===== config.mk =====
export PLATFORM = sky130hd
export DESIGN_NAME = vga_sync_gen
export DESIGN_NICKNAME = d
export VERILOG_FILES = /design/src/rtl/vga_pkg.sv /design/src/rtl/clk_en_div.sv /design/src/rtl/vga_sync_gen.sv
export SDC_FILE = /design/constraint.sdc
export NUM_CORES = 1
export LEC_CHECK = 0
export BUFFER_PORTS_ARGS = -buffer_cell sky130_fd_sc_hd__buf_4
export CORE_UTILIZATION = 40
export CTS_CLUSTER_DIAMETER = 80
export DETAILED_ROUTE_END_ITERATION = 8
export PLACE_DENSITY_LB_ADDON = 0.25
export SLEW_MARGIN = 15
export SYNTH_ARGS = -nofsm -noshare
export SYNTH_HDL_FRONTEND = slang
export SYNTH_HIERARCHICAL = 1
export SYNTH_SLANG_ARGS = --single-unit

===== constraint.sdc =====
create_clock -name clk -period 2.36 [get_ports clk]
set_clock_uncertainty 0.15 [all_clocks]
set_input_delay 0 -clock clk [delete_from_list [all_inputs] [get_ports clk]]
set_output_delay 0 -clock clk [all_outputs]
set_load 0.1 [all_outputs]

===== src/rtl/vga_pkg.sv =====
// Shared 640x480 @ 60 Hz VGA timing constants. Renderers and the compositor
// import these so everyone agrees on where the visible area and sync pulses are.
package vga_pkg;

    localparam int COORD_W      = 10;

    localparam int CLK_DIV_DEF  = 4;

    localparam int H_ACTIVE_DEF = 640;
    localparam int H_FP_DEF     = 16;
    localparam int H_SYNC_DEF   = 96;
    localparam int H_BP_DEF     = 48;

    localparam int V_ACTIVE_DEF = 480;
    localparam int V_FP_DEF     = 10;
    localparam int V_SYNC_DEF   = 2;
    localparam int V_BP_DEF     = 33;

    localparam int H_TOTAL_DEF  = H_ACTIVE_DEF + H_FP_DEF + H_SYNC_DEF + H_BP_DEF;
    localparam int V_TOTAL_DEF  = V_ACTIVE_DEF + V_FP_DEF + V_SYNC_DEF + V_BP_DEF;

    // Sync windows are half-open: [start, end)
    localparam int H_SYNC_START_DEF = H_ACTIVE_DEF + H_FP_DEF;
    localparam int H_SYNC_END_DEF   = H_SYNC_START_DEF + H_SYNC_DEF;
    localparam int V_SYNC_START_DEF = V_ACTIVE_DEF + V_FP_DEF;
    localparam int V_SYNC_END_DEF   = V_SYNC_START_DEF + V_SYNC_DEF;

endpackage


===== src/rtl/clk_en_div.sv =====
// Clock-enable divider: one registered strobe every DIV clocks. stb_next is
// the value stb will take at the next edge, so downstream registers can
// update in the same edge that raises stb.
module clk_en_div #(
    parameter int DIV = 4
) (
    input  logic clk,
    input  logic reset,
    output logic stb_next,
    output logic stb
);

    localparam int CW = (DIV > 1) ? $clog2(DIV) : 1;
    localparam logic [CW-1:0] CNT_LAST = CW'(DIV - 1);

    logic [CW-1:0] div_cnt_q, div_cnt_d;
    logic          stb_q, stb_d;

    // Count 0..DIV-1; the strobe is high in the cycle the counter has wrapped to 0
    always_comb begin
        stb_d     = (div_cnt_q == CNT_LAST);
        div_cnt_d = stb_d ? '0 : div_cnt_q + CW'(1);
    end

    // Divider state
    always_ff @(posedge clk or posedge reset) begin
        if (reset) begin
            div_cnt_q <= '0;
            stb_q     <= 1'b0;
        end else begin
            div_cnt_q <= div_cnt_d;
            stb_q     <= stb_d;
        end
    end

    assign stb_next = stb_d;
    assign stb      = stb_q;

endmodule


===== src/rtl/vga_sync_gen.sv =====
// VGA scan generator: pixel strobe, x/y scan position, active-low syncs,
// visible-area flag and line/frame start pulses. All outputs are registered
// and decoded from the next-state counters, so they line up with x/y exactly.
module vga_sync_gen
    import vga_pkg::*;
#(
    parameter int CLK_DIV  = CLK_DIV_DEF,
    parameter int H_ACTIVE = H_ACTIVE_DEF,
    parameter int H_FP     = H_FP_DEF,
    parameter int H_SYNC   = H_SYNC_DEF,
    parameter int H_BP     = H_BP_DEF,
    parameter int V_ACTIVE = V_ACTIVE_DEF,
    parameter int V_FP     = V_FP_DEF,
    parameter int V_SYNC   = V_SYNC_DEF,
    parameter int V_BP     = V_BP_DEF
) (
    input  logic               clk,
    input  logic               reset,
    output logic               pix_stb,
    output logic [COORD_W-1:0] x,
    output logic [COORD_W-1:0] y,
    output logic               hsync,
    output logic               vsync,
    output logic               active,
    output logic               line_start,
    output logic               frame_start
);

    localparam int H_TOTAL = H_ACTIVE + H_FP + H_SYNC + H_BP;
    localparam int V_TOTAL = V_ACTIVE + V_FP + V_SYNC + V_BP;

    localparam logic [COORD_W-1:0] H_LAST       = COORD_W'(H_TOTAL - 1);
    localparam logic [COORD_W-1:0] V_LAST       = COORD_W'(V_TOTAL - 1);
    localparam logic [COORD_W-1:0] H_VIS        = COORD_W'(H_ACTIVE);
    localparam logic [COORD_W-1:0] V_VIS        = COORD_W'(V_ACTIVE);
    localparam logic [COORD_W-1:0] H_SYNC_START = COORD_W'(H_ACTIVE + H_FP);
    localparam logic [COORD_W-1:0] H_SYNC_END   = COORD_W'(H_ACTIVE + H_FP + H_SYNC);
    localparam logic [COORD_W-1:0] V_SYNC_START = COORD_W'(V_ACTIVE + V_FP);
    localparam logic [COORD_W-1:0] V_SYNC_END   = COORD_W'(V_ACTIVE + V_FP + V_SYNC);

    logic pix_tick;

    logic [COORD_W-1:0] x_q, x_d;
    logic [COORD_W-1:0] y_q, y_d;
    logic               hsync_q, hsync_d;
    logic               vsync_q, vsync_d;
    logic               active_q, active_d;
    logic               line_start_q, line_start_d;
    logic               frame_start_q, frame_start_d;

    clk_en_div #(
        .DIV(CLK_DIV)
    ) u_pix_div (
        .clk      (clk),
        .reset    (reset),
        .stb_next (pix_tick),
        .stb      (pix_stb)
    );

    // Next scan position plus decodes taken from that next position
    always_comb begin
        x_d           = x_q;
        y_d           = y_q;
        line_start_d  = 1'b0;
        frame_start_d = 1'b0;
        if (pix_tick) begin
            if (x_q == H_LAST) begin
                x_d          = '0;
                line_start_d = 1'b1;
                if (y_q == V_LAST) begin
                    y_d           = '0;
                    frame_start_d = 1'b1;
                end else begin
                    y_d = y_q + COORD_W'(1);
                end
            end else begin
                x_d = x_q + COORD_W'(1);
            end
        end
        hsync_d  = !((x_d >= H_SYNC_START) && (x_d < H_SYNC_END));
        vsync_d  = !((y_d >= V_SYNC_START) && (y_d < V_SYNC_END));
        active_d = (x_d < H_VIS) && (y_d < V_VIS);
    end

    // Scan and decode registers; reset puts the beam at the top-left visible pixel
    always_ff @(posedge clk or posedge reset) begin
        if (reset) begin
            x_q           <= '0;
            y_q           <= '0;
            hsync_q       <= 1'b1;
            vsync_q       <= 1'b1;
            active_q      <= 1'b1;
            line_start_q  <= 1'b0;
            frame_start_q <= 1'b0;
        end else begin
            x_q           <= x_d;
            y_q           <= y_d;
            hsync_q       <= hsync_d;
            vsync_q       <= vsync_d;
            active_q      <= active_d;
            line_start_q  <= line_start_d;
            frame_start_q <= frame_start_d;
        end
    end

    assign x           = x_q;
    assign y           = y_q;
    assign hsync       = hsync_q;
    assign vsync       = vsync_q;
    assign active      = active_q;
    assign line_start  = line_start_q;
    assign frame_start = frame_start_q;

endmodule


### After elaboration in Yosys (flattened, before gate mapping)

Cells that the tools add are included.

| word-level totals | value |
|---|---|
| register bits | 28 |
| bits in latches | 0 |
| bits in writable memories | 0 |
| bits in read-only memories | 0 |
| bits of input ports | 2 |
| output and inout bits | 26 |
| word-level logic and storage cells | 37 |
| memories | 0 |

| cells by class | value |
|---|---|
| add/sub/neg operators | 3 |
| $mul | 0 |
| divide/modulo/power cells | 0 |
| $lt $le $gt $ge | 6 |
| eq/ne operators | 3 |
| shift operators | 0 |
| multiplexer cells | 11 |
| bitwise gates (word level) | 0 |
| reduce and logical (&&, ||, !) cells | 5 |

Operators by type and width:

| cell | count |
|---|---|
| $mux W10 | 5 |
| $add A10 B1 Y10 const B | 2 |
| $eq A10 B10 Y1 const B | 2 |
| $lt A10 B10 Y1 const B | 2 |
| $lt A10 B9 Y1 const B | 2 |
| $ge A10 B10 Y1 const B | 1 |
| $ge A10 B9 Y1 const B | 1 |
| $mux W1 | 5 |
| $logic_and A1 B1 Y1 | 3 |
| $add A2 B1 Y2 const B | 1 |
| $eq A2 B2 Y1 const B | 1 |
| $logic_not A1 Y1 | 2 |
| $mux W2 | 1 |

### Longest topological paths before layout

Gate-level depths: netlist of run 1.

| depth | value |
|---|---|
| depth after elaboration | 7 |
| gate-level depth with buffers | 10 |
| mapped depth without buffers | 7 |

### Cells and area by module

Netlist of run 1, hierarchy kept.

By module, submodules not included:

| module | times used | cells each | area each (um^2) | sequential area each (um^2) |
|---|---|---|---|---|
| vga_sync_gen | 1 | 139 | 1371.3 | 629.4 |
| clk_en_div | 1 | 6 | 95.1 | 75.1 |

### Least setup slack after synthesis of run 1

No wires, ideal clock.

| path | value |
|---|---|
| path type | flip-flop to flip-flop |
| from | register x_q[0], in the netlist x[0] |
| to | register active_q, in the netlist active |
| setup time | 0.090 ns |
| arrival time | 2.845 ns |
| required time | 2.120 ns |
| setup slack | -0.725 ns |
| cell stages (with the launch flop) | 10 |
| path buffers | 2 |
| clock period less this slack | 3.085 ns |
| cell sequence | dfrtp_1 > ha_1 > nand3_2 > or4_1 > buf_6 > inv_6 > buf_12 > a21oi_2 > o31a_1 > nor4b_2 |

| between the ends | value |
|---|---|
| cells in the longest elaborated chain, start to end | 5 |
| elaborated cells between the ends (all ways) | 9 |
| classes of those cells | add/sub (1); order compare (2); eq/ne (1); mux (4); reduce/logical (1) |

Ends and longest elaborated chain:

| item | line | RTL |
|---|---|---|
| from (decl) | vga_sync_gen.sv:43 | `logic [COORD_W-1:0] x_q, x_d;` |
| from (signal assigned) | vga_sync_gen.sv:88 | `x_q <= '0;` |
| from (signal assigned) | vga_sync_gen.sv:96 | `x_q <= x_d;` |
| $add A10 B1 Y10 / $eq A10 B10 Y1 (equally long branches) | vga_sync_gen.sv:77, vga_sync_gen.sv:67 |  |
| $mux W10 | vga_sync_gen.sv:67 | `if (x_q == H_LAST) begin` |
| $mux W10 | vga_sync_gen.sv:66 | `if (pix_tick) begin` |
| $lt A10 B10 Y1 / $lt A10 B9 Y1 (equally long branches) | vga_sync_gen.sv:82 | `active_d = (x_d < H_VIS) && (y_d < V_VIS);` |
| $logic_and A1 B1 Y1 * | vga_sync_gen.sv:82 |  |
| via active_d | vga_sync_gen.sv:47 | `logic active_q, active_d;` |
| to (signal assigned) | vga_sync_gen.sv:100 | `active_q <= active_d;` |
| to (decl) | vga_sync_gen.sv:47 |  |

Mark *: on every way through the listed nets, which the timed path passes. The rest lies on a longest branch.

### Worst setup path in the final report of run 1

| path | value |
|---|---|
| from | register x_q[5], in the netlist x[5] |
| to | register hsync_q, in the netlist hsync |

| between the ends | value |
|---|---|
| cells in the longest elaborated chain, start to end | 6 |
| elaborated cells between the ends (all ways) | 8 |
| classes of those cells | add/sub (1); order compare (2); eq/ne (1); mux (2); reduce/logical (2) |

Ends and longest elaborated chain:

| item | line | RTL |
|---|---|---|
| $add A10 B1 Y10 / $eq A10 B10 Y1 (equally long branches) | vga_sync_gen.sv:77, vga_sync_gen.sv:67 |  |
| $mux W10 | vga_sync_gen.sv:67 |  |
| $mux W10 * | vga_sync_gen.sv:66 |  |
| $ge A10 B10 Y1 / $lt A10 B10 Y1 (equally long branches) | vga_sync_gen.sv:80 | `hsync_d = !((x_d >= H_SYNC_START) && (x_d < H_SYNC_END));` |
| $logic_and A1 B1 Y1 * | vga_sync_gen.sv:80 |  |
| $logic_not A1 Y1 * | vga_sync_gen.sv:80 |  |
| via hsync_d | vga_sync_gen.sv:45 | `logic hsync_q, hsync_d;` |
| to (signal assigned) | vga_sync_gen.sv:98 | `hsync_q <= hsync_d;` |
| to (decl) | vga_sync_gen.sv:45 |  |

Marks and branches as above.

==> results of run 1 <==
## synthesized netlist by cell type, types with 3 or more instances
library cell / count
sky130_fd_sc_hd__or4_1: 3
sky130_fd_sc_hd__dfrtp_1: 25
sky130_fd_sc_hd__inv_1: 8
sky130_fd_sc_hd__xor2_1: 5
sky130_fd_sc_hd__dfstp_2: 3
sky130_fd_sc_hd__o21ai_0: 7
sky130_fd_sc_hd__nor2_1: 11
sky130_fd_sc_hd__nand2b_1: 3
sky130_fd_sc_hd__nor4_1: 5
sky130_fd_sc_hd__nor3_1: 4
sky130_fd_sc_hd__nand2_1: 13
sky130_fd_sc_hd__ha_1: 4
sky130_fd_sc_hd__nand4_1: 7
sky130_fd_sc_hd__xnor2_1: 7
sky130_fd_sc_hd__a21oi_1: 3
## layer usage
metal | share of wire | routed length [um]
met5 | 0 | 0
met1 | 0.48 | 1632
met4 | 0.0089 | 30
met3 | 0.042 | 142
met2 | 0.47 | 1570
## power by group
part	total [mW]	internal, mW	switching [mW]	leakage, nW
registers	0.480	0.480	0	0.342
logic	0.0146	0.00450	0.0101	0.439
clock network	0.202	0.0662	0.136	0.0150
## area by class of cell
cell class | count | area [sq um]
inverter | 9 | 38.79
clock buffer | 4 | 26.28
tap | 46 | 57.56
fill | 319 | 1513
timing repair buffer | 43 | 329.1
sequential | 28 | 735.7
multi-input combinational | 103 | 715.7
## flip-flops by register name, indices dropped and copies added, names as in the netlist
| signal | cells |
|---|---|
| x | 10 |
| y | 10 |
| u_pix_div/div_cnt_q | 2 |
| active | 1 |
| frame_start | 1 |
| hsync | 1 |
| line_start | 1 |
| u_pix_div/stb | 1 |
| vsync | 1 |
## repair_timing
action,CTS,global route
setup endpoints to repair,2,5
hold buffers,2,0
cloned,1,0
hold endpoints to repair,26,0
pin swaps,5,3
buffers inserted,3,0
resized for setup,2,3
## worst register-to-register path, delay by kind of cell, from the launching register on
| kind | cells | cell delay, ns |
|---|---|---|
| simple gates | 2 | 0.86 |
| buf+inv | 3 | 0.31 |
| flops | 1 | 0.49 |
| compound gates | 3 | 0.50 |
## logic make-up (layout without fill, tap and decap cells)
logic type	after synthesis	count (layout)	share of synthesized area
AO/OA/AOI/OAI	24	24	0.1109
XOR/XNOR	12	12	0.07167
adder cells (fa/ha/maj)	4	4	0.03413
buffers and inverters	14	56	0.05717
flip-flops	28	28	0.4804
multiplexers	1	1	0.006826
AND/OR/NAND/NOR	62	62	0.2389
## stage by stage
stage | setup TNS [ns] | hold WS (ns)
after CTS | -0.03862 | 0.1097
after detailed placement | -0.03522 | -0.2644
after global routing | -0.2770 | 0.1300
after global placement | 0 | -0.2712
final | -0.003183 | 0.08508
after floorplan | -0.7423 | -0.3964
## how the worst max path moves through the flow
stage | start | endpoint | slack [ns]
after floorplan | x[7] | y[7] | -0.19
after global placement | x[7] | vsync | 0.02
after detailed placement | x[7] | vsync | -0.04
after CTS | x[5] | active | -0.04
after global routing | x[5] | hsync | -0.11
final | x[5] | hsync | -0.003
==> run summary, run 1 <==
• run status: complete, but fails checks
• failing checks: setup timing
• share of flip-flops with an asynchronous set or reset: 1.000
• Worst R2R Setup Slack: -0.003 ns
• beginning of the worst register-to-register path: x[5]
• clock transition at the register clock pins on the worst setup and hold paths after CTS: 0.14 ns
• most common cell after layout, fill and taps aside: sky130_fd_sc_hd__buf_4
• number of remaining DRC errors: 0
• count of antenna-violating nets left after detailed routing: 0
• Placed Cells: 223
• post-detailed-placement cell area: 1813 sq um
• commonest cells after routing, fill and taps aside: 39 x sky130_fd_sc_hd__buf_4, 13 x sky130_fd_sc_hd__nand2_1, 10 x sky130_fd_sc_hd__nor2_1, 10 x sky130_fd_sc_hd__dfrtp_1, 10 x sky130_fd_sc_hd__dfrtp_2
• Worst-Skew Late Latency: 0.32 ns
• HPWL reported at the end of detailed placement: 2472 um
• Clock Root Buffer: sky130_fd_sc_hd__clkbuf_4
• Final Slew Violations: 0
• maximum clock frequency: 0.4232 GHz
• via count of the routed design: 1248
• Worst Tran Pin Value: 0.4725 ns
• Global Route met2 Usage: 0.2813
• core utilization of the finished layout: 0.5571
• number of DRC violations after detailed-routing iteration 0: 36
• kind of start point of the critical path: flop
• part of the Yosys area used for sequential elements: 0.4804
• IO buf count: 27
• final non-filler cell total: 233
• Max-cap violations: 0
• number of core rows: 21
• sort of element at the end of the critical path: flop
• first-pass GRT wire length: 5899 um
• number of H-tree levels: 1
• M1 GR Usage: 0.2840
• Relative slew margins: 0.6846
• unrepaired setup endpoints after global routing: true
• cell depth of the worst setup path: 8
• Cell variety after synth: 43
• most area-consuming cells after synthesis: sky130_fd_sc_hd__dfrtp_1 43%, sky130_fd_sc_hd__dfstp_2 5.4%, sky130_fd_sc_hd__xnor2_1 4.2%, sky130_fd_sc_hd__ha_1 3.4%, sky130_fd_sc_hd__nand2_1 3.3%
• standard cell core area: 3416 sq um
• area overhead of the layout relative to synthesis: 29.78%
• critical-path cell list: or3_1, or4_4, buf_6, inv_6, buf_4, a211o_1, o31ai_2, o41a_1
• die area: 3912 sq um
• count of clock tree sinks: 28
• number of synthesized register bits: 28
• critical path arrival: 2.48 ns
• critical path's slowest cell: sky130_fd_sc_hd__or4_4
• buffers from clock root to sink, at most: 2
• maximum number of pins on one net before global-route repair: 16
• Yosys warning total: 6
• number of vias per cell after detailed routing: 5.356
• post-route fraction of the period consumed by the critical path: 1.001
• total CTS buffers: 3
• end of the worst register-to-register path: hsync
• required time reported for the critical path endpoint: 2.47 ns
• min-delay worst type: in -> async
• antenna cells: 0
• die width: 62.55 um
• share of layout cells above drive strength 1: 0.3850
• fin area: 1903 sq um
• cells after synthesis: 145
• largest area contributor in the netlist: sky130_fd_sc_hd__dfrtp_1
• min Tclk post-route: 2.363 ns
• number of search-and-repair iterations in the first detailed-routing pass: 4
• netlist area before placement: 1466 sq um
• share of Yosys cell area claimed by the top area cell type: 0.4266
• final critical-path setup slack: -0.003183 ns
• largest fanout on the critical path: 5
• met3 usage: 0.02737
• Die Height: 62.55 um
• number of enable flip-flop cells after synthesis: 0
• Post-Place Worst Slack: -0.03522 ns
• Buf/Inv on CP: 3
• Most Used Layer, Global Route: met1
• cell leakage power: 0.7966 nW
• cell family contributing the most delay on the critical path: simple AND/OR/NAND/NOR gates
• Slowest Stage Delay on Critical Path: 0.50 ns
• Final setup viols: 1
• power consumption: 0.6967 mW
• TritonCTS clock tree: yes
• antenna violations before repair: 0
• main flop type after synthesis: sky130_fd_sc_hd__dfrtp_1
• cell count of the worst reg-to-reg path: 8
• via count of the first global-routing pass: 1226
• GR Overflow Total: 0
• wire length reported by the detailed router: 3375 um
• Crit Path Category: reg -> reg
• global-route usage over all layers: 0.1889
• final hold viol count: 0
• detailed-route wire length per cell: 14.48 um
• number of nets in the synthesized netlist: 151
• ratio of total power to cell area: 366.1 nW/um^2
• initial standard-cell utilization of the core: 0.4293
• Post-Synthesis Mean Instance Area: 10.11 sq um
• Worst IR Drop VDD: 0.0002697 V
• number of placed I/O pins: 28
• Nets: 194
• final RePlAce weighted congestion: 0.8988
(Power assumes the default switching activity.)
==> run 2: changes to the inputs <==
--- a/config.mk
+++ b/config.mk
@@ -6,7 +6,7 @@
 export NUM_CORES = 1
 export LEC_CHECK = 0
 export BUFFER_PORTS_ARGS = -buffer_cell sky130_fd_sc_hd__buf_4
-export CORE_UTILIZATION = 40
+export CORE_UTILIZATION = 49
 export CTS_CLUSTER_DIAMETER = 80
 export DETAILED_ROUTE_END_ITERATION = 8
 export PLACE_DENSITY_LB_ADDON = 0.25
==> run 2 against run 1 <==
Against the previous run: the flow finishes with violations (DRC, setup timing); final area is 5.4% higher; global-route usage is 4.6 points higher; fmax is 1.6% lower; register-to-register slack worse by 0.04 ns; combinational power hardly changed; sequential power hardly changed; count of clock-buffer cells in the layout is 1 lower; total power is 17% higher; sequential share of layout area is 2.0 points lower; critical path type unchanged; largest power group unchanged.
==> run summary, run 2 (synthesis results as in run 1) <==
• largest fanout on the critical path: 6
• M1 GR Usage: 0.3259
• Worst R2R Setup Slack: -0.04 ns
• Most Used Layer, Global Route: met2
• number of remaining DRC errors: 6
• critical-path cell list: or3_1, or4_4, buf_8, nor4_1, o31a_1, nand4b_1
• number of DRC violations after detailed-routing iteration 0: 52
• final RePlAce weighted congestion: 0.8906
• maximum clock frequency: 0.4163 GHz
• share of layout cells above drive strength 1: 0.4263
• cell count of the worst reg-to-reg path: 6
• critical path arrival: 2.53 ns
• via count of the routed design: 1316
• standard cell core area: 2805 sq um
• HPWL reported at the end of detailed placement: 2426 um
• min-delay worst type: in -> async
• number of H-tree levels: 1
• Relative slew margins: 0.7591
• commonest cells after routing, fill and taps aside: 42 x sky130_fd_sc_hd__buf_4, 12 x sky130_fd_sc_hd__nand2_1, 10 x sky130_fd_sc_hd__nor2_1, 10 x sky130_fd_sc_hd__dfrtp_1, 10 x sky130_fd_sc_hd__dfrtp_2
• met3 usage: 0.02535
• critical path's slowest cell: sky130_fd_sc_hd__or4_4
• cell family contributing the most delay on the critical path: simple AND/OR/NAND/NOR gates
• antenna cells: 0
• run status: complete, but fails checks
• Worst Tran Pin Value: 0.3581 ns
• beginning of the worst register-to-register path: x[7]
• final critical-path setup slack: -0.04195 ns
• Clock Root Buffer: sky130_fd_sc_hd__clkbuf_4
• Final setup viols: 2
• Buf/Inv on CP: 1
• number of core rows: 19
• GR Overflow Total: 0
• clock transition at the register clock pins on the worst setup and hold paths after CTS: 0.16 ns
• Worst IR Drop VDD: 0.0003356 V
• IO buf count: 27
• final hold viol count: 0
• most common cell after layout, fill and taps aside: sky130_fd_sc_hd__buf_4
• Worst-Skew Late Latency: 0.34 ns
• count of clock tree sinks: 28
• area overhead of the layout relative to synthesis: 36.77%
• die area: 3215 sq um
• number of search-and-repair iterations in the first detailed-routing pass: 6
• TritonCTS clock tree: yes
• unrepaired setup endpoints after global routing: true
• number of placed I/O pins: 28
• kind of start point of the critical path: flop
• cell leakage power: 0.8497 nW
• detailed-route wire length per cell: 15.80 um
• cell depth of the worst setup path: 6
• buffers from clock root to sink, at most: 2
• min Tclk post-route: 2.402 ns
• end of the worst register-to-register path: vsync
• failing checks: DRC, setup timing
• count of antenna-violating nets left after detailed routing: 0
• sort of element at the end of the critical path: flop
• Hold WS: 0.1002 ns
• post-route fraction of the period consumed by the critical path: 1.018
• Max-cap violations: 0
• Final Slew Violations: 0
• Slowest Stage Delay on Critical Path: 0.55 ns
• initial standard-cell utilization of the core: 0.5227
• Crit Path Category: reg -> reg
• maximum number of pins on one net before global-route repair: 26
• Die Height: 56.71 um
• first-pass GRT wire length: 5802 um
• final-layout fill cell count: 211
• number of vias per cell after detailed routing: 5.955
• global-route usage over all layers: 0.2353
• antenna violations before repair: 0
• Post-Place Worst Slack: -0.06533 ns
• via count of the first global-routing pass: 1269
• required time reported for the critical path endpoint: 2.48 ns
• die width: 56.71 um
• total CTS buffers: 3
• ratio of total power to cell area: 405.2 nW/um^2
• Nets: 197
• wire length reported by the detailed router: 3492 um
• Global Route met2 Usage: 0.3690
[run 2: metrics by stage]
step	util	cells	area [sq um]	TNS, ns	power (mW)
4_1_cts	0.6954	219	1951	-0.1395	0.8287
5_1_grt	0.7150	221	2006	-0.6404	0.8364
6_report	0.7150	221	2006	-0.05983	0.8127
3_3_place_gp	0.6503	212	1824	-0.09841	0.5013
3_5_place_dp	0.6503	212	1824	-0.1896	0.5019
2_1_floorplan	-	145	1523	-0.7423	0.4962
[run 2: worst max path at each step]
stage                     from      to  slack [ns]
after detailed placement  x[7]  active       -0.07
after floorplan           x[7]    y[7]       -0.19
after global routing      x[7]   vsync       -0.13
final                     x[7]   vsync       -0.04
after global placement    x[7]  active       -0.03
after CTS                 x[7]  active       -0.06
[run 2: where the power goes]
group	switching [mW]	internal [mW]
sequential	0	0.480
clock	0.146	0.172
combinational	0.00986	0.00455
total	0.156	0.657
[run 2: per-layer routing]
metal  wire length, um  vias up  share of wire
li1                  -      617              -
met1              1565      651           0.45
met2              1713       43           0.49
met3               162        5          0.046
met4                51        0          0.015
met5                 0        -              0
[run 2: what timing repair did]
| action | CTS | global route |
|---|---|---|
| pin swaps | 0 | 2 |
| gates resized for setup | 6 | 9 |
| hold endpoints to repair | 28 | 0 |
| hold buffers | 2 | 0 |
| buffers inserted | 0 | 2 |
| setup endpoints to repair | 9 | 8 |
| cloned | 1 | 0 |
[run 2: worst reg2reg max path, cell delays in order (launching register included)]
cell and delay, ns:
sky130_fd_sc_hd__dfrtp_4 0.50, sky130_fd_sc_hd__or3_1 0.37, sky130_fd_sc_hd__or4_4 0.55, sky130_fd_sc_hd__buf_8 0.16
sky130_fd_sc_hd__nor4_1 0.30, sky130_fd_sc_hd__o31a_1 0.22, sky130_fd_sc_hd__nand4b_1 0.11
[run 2: area by class of cell]
type / instances / area, sq um / area share
Clock buffer: 3 / 22.52 / 0.01123
Inverter: 9 / 46.29 / 0.02308
Timing Repair Buffer: 46 / 382.9 / 0.1909
Tap cell: 31 / 38.79 / 0.01934
Multi-Input combinational cell: 103 / 749.5 / 0.3737
Clock inverter: 1 / 30.03 / 0.01497
Sequential cell: 28 / 735.7 / 0.3668
